[src/rtl/serial_to_parallel_8_if.sv]
// Handshake bundle between a serial bit source, the deserializer and a word consumer.
// The slave modport is the deserializer's view; master is the driver side.
interface serial_to_parallel_8_if #(
    parameter int WIDTH = 8
);
    localparam int IW = $clog2(WIDTH);

    logic             flush;
    logic             s_bit;
    logic             s_valid;
    logic             s_ready;
    logic [WIDTH-1:0] m_data;
    logic             m_valid;
    logic             m_ready;
    logic [IW-1:0]    bit_cnt;

    modport master (
        output flush, s_bit, s_valid, m_ready,
        input  s_ready, m_data, m_valid, bit_cnt
    );

    modport slave (
        input  flush, s_bit, s_valid, m_ready,
        output s_ready, m_data, m_valid, bit_cnt
    );
endinterface

[src/rtl/serial_to_parallel_8.sv]
// Serial-to-parallel deserializer: packs accepted bits into WIDTH-bit words and
// presents each completed word on a valid/ready output with a one-word holding register.
//
// state   | meaning
// EMPTY   | bit_cnt = 0 and no output word held
// COLLECT | bit_cnt > 0, a partial word is being assembled
// HOLD    | m_valid = 1, a completed word waits for the consumer
// STALL   | HOLD with bit_cnt = WIDTH-1 and !m_ready; only the completing bit waits
module serial_to_parallel_8 #(
    parameter int WIDTH     = 8,
    parameter bit LSB_FIRST = 1'b1
) (
    input  logic                  clk,
    input  logic                  rst,
    serial_to_parallel_8_if.slave bus
);
    localparam int            IW       = $clog2(WIDTH);
    localparam logic [IW-1:0] LAST_IDX = IW'(WIDTH - 1);

    logic [WIDTH-1:0] asm_q, asm_d;
    logic [WIDTH-1:0] data_q, data_d;
    logic [WIDTH-1:0] merged;
    logic [IW-1:0]    cnt_q, cnt_d;
    logic [IW-1:0]    pos;
    logic             valid_q, valid_d;
    logic             last, take, ready_c, accept;

    always_ff @(posedge clk or posedge rst) begin
        if (rst) begin
            asm_q   <= '0;
            data_q  <= '0;
            cnt_q   <= '0;
            valid_q <= 1'b0;
        end else begin
            asm_q   <= asm_d;
            data_q  <= data_d;
            cnt_q   <= cnt_d;
            valid_q <= valid_d;
        end
    end

    always_comb begin
        last    = (cnt_q == LAST_IDX);
        take    = valid_q && bus.m_ready;
        ready_c = !(last && valid_q && !bus.m_ready) && !bus.flush;
        accept  = bus.s_valid && ready_c;
        pos     = LSB_FIRST ? cnt_q : (LAST_IDX - cnt_q);

        merged      = asm_q;
        merged[pos] = bus.s_bit;

        asm_d   = asm_q;
        cnt_d   = cnt_q;
        data_d  = data_q;
        valid_d = valid_q;

        if (take) begin
            valid_d = 1'b0;
        end

        // flush only touches the partial word; a completed word is never dropped
        if (bus.flush) begin
            asm_d = '0;
            cnt_d = '0;
        end else if (accept) begin
            asm_d = merged;
            if (last) begin
                cnt_d   = '0;
                data_d  = merged;
                valid_d = 1'b1;
            end else begin
                cnt_d = cnt_q + 1'b1;
            end
        end
    end

    assign bus.s_ready = ready_c;
    assign bus.m_data  = data_q;
    assign bus.m_valid = valid_q;
    assign bus.bit_cnt = cnt_q;
endmodule
[src/flat_wrapper.sv]
// flat-port wrapper written by rule: the top's interface ports become plain ports
module serial_to_parallel_8_flat 
#(
    parameter int WIDTH     = 8,
    parameter bit LSB_FIRST = 1'b1
)
  (clk, rst, bus_flush, bus_s_bit, bus_s_valid, bus_m_ready, bus_s_ready, bus_m_data, bus_m_valid, bus_bit_cnt);
  serial_to_parallel_8_if #(.WIDTH(WIDTH)) bus_i ();
  input  logic clk;
  input  logic rst;
  input wire logic [$bits(bus_i.flush)-1:0] bus_flush;
  input wire logic [$bits(bus_i.s_bit)-1:0] bus_s_bit;
  input wire logic [$bits(bus_i.s_valid)-1:0] bus_s_valid;
  input wire logic [$bits(bus_i.m_ready)-1:0] bus_m_ready;
  output wire logic [$bits(bus_i.s_ready)-1:0] bus_s_ready;
  output wire logic [$bits(bus_i.m_data)-1:0] bus_m_data;
  output wire logic [$bits(bus_i.m_valid)-1:0] bus_m_valid;
  output wire logic [$bits(bus_i.bit_cnt)-1:0] bus_bit_cnt;
  assign bus_i.flush = bus_flush;
  assign bus_i.s_bit = bus_s_bit;
  assign bus_i.s_valid = bus_s_valid;
  assign bus_i.m_ready = bus_m_ready;
  assign bus_s_ready = bus_i.s_ready;
  assign bus_m_data = bus_i.m_data;
  assign bus_m_valid = bus_i.m_valid;
  assign bus_bit_cnt = bus_i.bit_cnt;
  serial_to_parallel_8 #(.WIDTH(WIDTH), .LSB_FIRST(LSB_FIRST)) u_core (.clk(clk), .rst(rst), .bus(bus_i));
endmodule
[config.mk]
export PLATFORM = sky130hd
export DESIGN_NAME = serial_to_parallel_8_flat
export DESIGN_NICKNAME = d
export VERILOG_FILES = /design/src/rtl/serial_to_parallel_8_if.sv /design/src/rtl/serial_to_parallel_8.sv /design/src/flat_wrapper.sv
export SDC_FILE = /design/constraint.sdc
export NUM_CORES = 1
export LEC_CHECK = 0
export BUFFER_PORTS_ARGS = -buffer_cell sky130_fd_sc_hd__clkbuf_2
export CORE_ASPECT_RATIO = 0.7
export CORE_MARGIN = 5
export CORE_UTILIZATION = 55
export DETAILED_ROUTE_END_ITERATION = 12
export HOLD_SLACK_MARGIN = 0.12
export PLACE_DENSITY_LB_ADDON = 0.25
export SLEW_MARGIN = 20
export SYNTH_ARGS = -nofsm -noshare
export SYNTH_HDL_FRONTEND = slang
export SYNTH_SLANG_ARGS = --single-unit
[constraint.sdc]
create_clock -name clk -period 3.45 [get_ports clk]
set_clock_uncertainty 0.2 [all_clocks]
set_input_delay 0.1725 -clock clk [delete_from_list [all_inputs] [get_ports clk]]
set_output_delay 0.1725 -clock clk [all_outputs]
set_load 0.05 [all_outputs]
Word-level counts from Yosys, hierarchy flattened --
Index checks and enable logic that the tools add are counted.
Storage, ports and cells: register bits 20, output and inout bits 13, logic and storage cells 32
Cells by class: add/sub/neg operators 1, $lt $le $gt $ge 2, equality and inequality tests 1, muxes and demuxes 12, bitwise logic cells 1, reduce and logical (&&, ||, !) cells 11
Operators by type and width (count):
- 8-bit 2-to-1 mux | 2
- 3-bit 2-to-1 mux | 3
- 8-bit bitwise mux | 1
- 1-bit logical AND | 6
- 1-bit 2-to-1 mux | 5
- 3-bit by 4-bit < comparator with 1-bit output (second input constant) | 1
- 3-bit by 1-bit adder with 3-bit output (second input constant) | 1
- 1-bit demux with 3-bit select | 1
- 3-bit == test (second input constant) | 1
- 3-bit by 1-bit greater-or-equal comparator with 1-bit output (second input constant) | 1
- 1-bit logical NOT | 3
- 3-bit AND reduction | 1
- 2-bit nonzero test | 1
- 1-bit NOT | 1

Logic depth before layout (Yosys ltp) --
depth in word-level cells 8, depth in mapped cells 6, gate-level depth less buffers 5

Worst setup path after synthesis --
No wires, ideal clock.
path kind register to output, start point reg u_core.cnt_q[0], in the netlist u_core.bus.bit_cnt[0], end point out bus_s_ready, data arrival time 2033 ps, required time 3077 ps, slack 1045 ps, cell stages (with the launch flop) 6, path buffers 1, path through dfrtp_1 ha_1 ha_1 and3b_1 clkbuf_1 nor2_1
On the way: longest elaborated chain between the ends 5
RTL lines:
- start, declared | line serial_to_parallel_8.sv:23 | logic [IW-1:0] cnt_q, cnt_d;
- start signal, assigned | line serial_to_parallel_8.sv:37 | cnt_q <= cnt_d;
- 3-bit == test | line serial_to_parallel_8.sv:43 | last = (cnt_q == LAST_IDX);
- 1-bit logical AND (2 in series) | line serial_to_parallel_8.sv:45 | ready_c = !(last && valid_q && !bus.m_ready) && !bus.flush;
- 1-bit logical NOT | line serial_to_parallel_8.sv:45
- 1-bit logical AND | line serial_to_parallel_8.sv:45
- end, declared | line flat_wrapper.sv:15 | output wire logic [$bits(bus_i.s_ready)-1:0] bus_s_ready;
No other way between the ends.

Final worst setup path --
start point reg u_core.cnt_q[0], in the netlist u_core.bus.bit_cnt[0], end point reg u_core.asm_q[7]
On the way: longest elaborated chain between the ends 7
RTL lines:
- 3-bit by 4-bit < comparator with 1-bit output (implied by the code) (tied with other cells) | line serial_to_parallel_8.sv:50 | merged[pos] = bus.s_bit;
- 1-bit logical AND (on tied branches) | line serial_to_parallel_8.sv:50, serial_to_parallel_8.sv:45
- 1-bit 2-to-1 mux (implied by the code) or 1-bit logical AND (tied branches) | line serial_to_parallel_8.sv:50, serial_to_parallel_8.sv:45
- 1-bit demux with 3-bit select or 1-bit logical NOT (tied branches)
- 8-bit bitwise mux or 1-bit logical AND (tied branches) | line serial_to_parallel_8.sv:50, serial_to_parallel_8.sv:45
- 8-bit 2-to-1 mux or 1-bit logical AND (tied branches) | line serial_to_parallel_8.sv:65, serial_to_parallel_8.sv:46
- 8-bit 2-to-1 mux or 2-bit nonzero test (tied branches)
- end signal, assigned | line serial_to_parallel_8.sv:35 | asm_q <= asm_d;
- end, declared | line serial_to_parallel_8.sv:20 | logic [WIDTH-1:0] asm_q, asm_d;
Several ways; a longest one is shown, not always the timed one. The select of a mux whose other input is x is not followed. A chain may end at the register's enable or synchronous reset.

==> flow_metrics.tcl <==
set metrics [dict create \
    io_buffers 18 \
    die_width_um 64.7 \
    clk_pin_slew_ps 120 \
    use_met3_pct 4.84 \
    multiInputGateArea_sq_um 568 \
    synth_area_per_cell_sq_um 12.5 \
    dieArea_sq_mm 0.00312 \
    path_class "reg2reg" \
    drive_gt1_share_pct 37.2 \
    hpwl_mm 1.62 \
    power_frac_clock_pct 31.4 \
    busiest_layer "met2" \
    peakVddDrop_mv 0.275 \
    cts.path.max_buffers 2 \
    power.total_mw 0.446 \
    post_cts_resized 0 \
    timing.max_slew.rel_slack_pct 48.3 \
    num_vias 752 \
    h-tree-depth 1 \
    fill_cells 156 \
    hold_start "bus_s_bit" \
    slew_viol_final 0 \
    synth.distinct_cells 25 \
    n_antenna_cell 0 \
    switching_power_mw 0.117 \
    status "finished clean" \
    cp-start-kind "register" \
    grt_use_met1_pct 21.5 \
    postRouteAntennaNets 0 \
    layout.nets 122 \
    post_cts_buffers 0 \
    cts_made_buffers 3 \
    via_per_inst 5.57 \
    setup_viol_count_final 0 \
    grt_pass1_vias 806 \
    synth_seq_area_share_pct 43.5 \
    antenna_found_initial 0 \
    dp_slack_ps 1130 \
    pwr-share-seq_pct 55.7 \
    fin_crit_ps 2470 \
    area_delta_synth_final_pct 12.5 \
    synth-seq-cells 20 \
    cts_tree "built" \
    core_sq_mm 0.00192 \
    synth_nets 100 \
    rows 13 \
    first_pass_iters 4 \
    internal-power_mw 0.328 \
    hold_class "in2reg" \
    postLayoutCoreUtil_pct 67.5 \
    arrival_ps 2520 \
    reg2reg_from "u_core.bus.bit_cnt[0]" \
    max_freq_ghz 0.404 \
    required_ps 3490 \
    grt_usage_pct 17.5 \
    initial_utilization_pct 60.0 \
    dieHeight_um 48.3 \
    holdWs_ps 149 \
    swShare_pct 26.3 \
    comb_power_share_pct 12.8 \
    startpoint "u_core.bus.bit_cnt[0]" \
    synth_cells 92 \
    routed_wirelength_mm 2.29 \
    drcViolationCount 0 \
    powerDensity_mw_per_mm2 344 \
    grt_pass1_wl_mm 3.95 \
    grt_setup_unrepaired "no" \
    tns_ps 0 \
    overflow 0 \
    hold_viol_final 0 \
    grt_max_degree 21 \
    clock_sinks 20 \
    root_buffer "clkbuf_4" \
    finalWorstSetupSlack_ps 976 \
    pin_count 19 \
    cts-hold-fix-buffers 5 \
    avgRoutedWirePerCell_um 17.0 \
    regArea_sq_um 500 \
    grtUsageMet2_pct 31.4 \
    dr.first_iter.drc_count 16 \
    crit_fanout 12 \
    cp-end-kind "register" \
    netlist_area_sq_mm 0.00115 \
    place_congestion 0.848 \
    worst_pin_slew_ps 774 \
    yosysWarnings 0 \
    min_period_over_period_pct 71.7 \
    clk_latency_ps 310 \
    drv_cap 0 \
    p_leak_nw 0.693 \
]
## per-layer routing
| layer | vias to the layer above | routed length, um |
|---|---|---|
| met1 | 370 | 1030 |
| met5 | - | 0 |
| met3 | 2 | 82 |
| met4 | 0 | 14 |
| li1 | 361 | - |
| met2 | 19 | 1170 |
## power groups by stage
| stage | registers, mW | logic [mW] | clock network (mW) |
|---|---|---|---|
| 3_3_place_gp | 0.252 | 0.0521 | 0 |
| 5_1_grt | 0.250 | 0.0623 | 0.157 |
| 6_report | 0.248 | 0.0572 | 0.140 |
| 3_5_place_dp | 0.253 | 0.0536 | 0 |
| 4_1_cts | 0.248 | 0.0576 | 0.143 |
| 2_1_floorplan | 0.253 | 0.0425 | 0 |
## placed cells by master (no fill, tap or decap), types with 2 or more instances in the layout
cell type	netlist	routed
nor2b_1	5	5
inv_1	6	6
dlygate4sd3_1	0	5
o21ai_0	3	3
mux2_2	6	6
nand3b_1	4	4
nor3b_4	3	3
ha_1	2	2
nand3_1	2	2
a21oi_1	2	2
mux2i_1	6	6
clkbuf_4	0	3
clkbuf_2	0	18
o211ai_1	4	4
mux2_4	9	9
nand2_1	5	5
dfrtp_1	20	20
## flip-flops by register name, summed over array words and instances (netlist names)
signal / count
u_core.asm_q: 8
u_core.bus.bit_cnt: 3
u_core.bus.m_valid: 1
u_core.bus.m_data: 8
## metrics by stage
stage                     std cells  area (sq um)
after floorplan                  92          1150
after global placement          126          1210
after detailed placement        126          1210
after CTS                       135          1290
after global routing            135          1290
final                           135          1290
## Yosys cell counts
cell type,n,share of area (%)
clkbuf_1,1,0.33
nand3_1,2,0.87
dfrtp_1,20,43
mux2_2,6,5.9
mux2i_1,6,5.2
nand3b_4,1,1.7
nor3b_4,3,4.9
buf_6,5,4.9
nand2_1,5,1.6
o21ai_0,3,1.3
nor3_1,1,0.43
or3_1,1,0.54
o211ai_1,4,2.6
nor2_1,1,0.33
a311oi_1,1,0.76
a21oi_1,2,0.87
and3b_1,1,0.76
mux2_4,9,12
ha_1,2,2.2
nor2b_4,1,1.2
nor2b_1,5,2.7
nand2b_1,1,0.54
and3_1,1,0.54
inv_1,6,2.0
nand3b_1,4,2.6
## area by class of cell
type	instances	area share [%]
clock buffers	4	2.80
inverters	6	1.74
flip-flops and latches	20	38.6
multi-input cells	60	43.9
repair buffers	23	10.8
well taps	22	2.13
## critical path, cell delays in order, from the launching register on
cell           delay [ps]
dfrtp_1               590
ha_1                  300
ha_1                  230
nand3b_1              170
a21oi_1                80
a311oi_1              260
dlygate4sd3_1         590
## final timing paths
| check | endpoint | slack (ps) | cells past startpoint |
|---|---|---|---|
| max in group asynchronous | u_core.bus.m_data[5] | 2250 | 3 |
| min | u_core.bus.m_data[5] | 150 | 3 |
| min in group asynchronous | u_core.bus.m_data[0] | 310 | 3 |
| max reg2reg | u_core.asm_q[7] | 980 | 6 |
| min reg2reg | u_core.bus.m_data[6] | 330 | 2 |
| max | u_core.asm_q[7] | 980 | 6 |
## logic make-up (layout without fill, tap and decap cells)
logic type                 after synthesis  after routing  share of synthesized area, %
AOI/OAI and AO/OA                       10             10                          5.54
buffers and inverters                   12             33                          7.17
adders and majority gates                2              2                          2.17
DFF                                     20             20                          43.5
muxes                                   21             21                          22.8
and+or+nand+nor                         27             27                          18.8
Power figures use the tool's default switching activity.
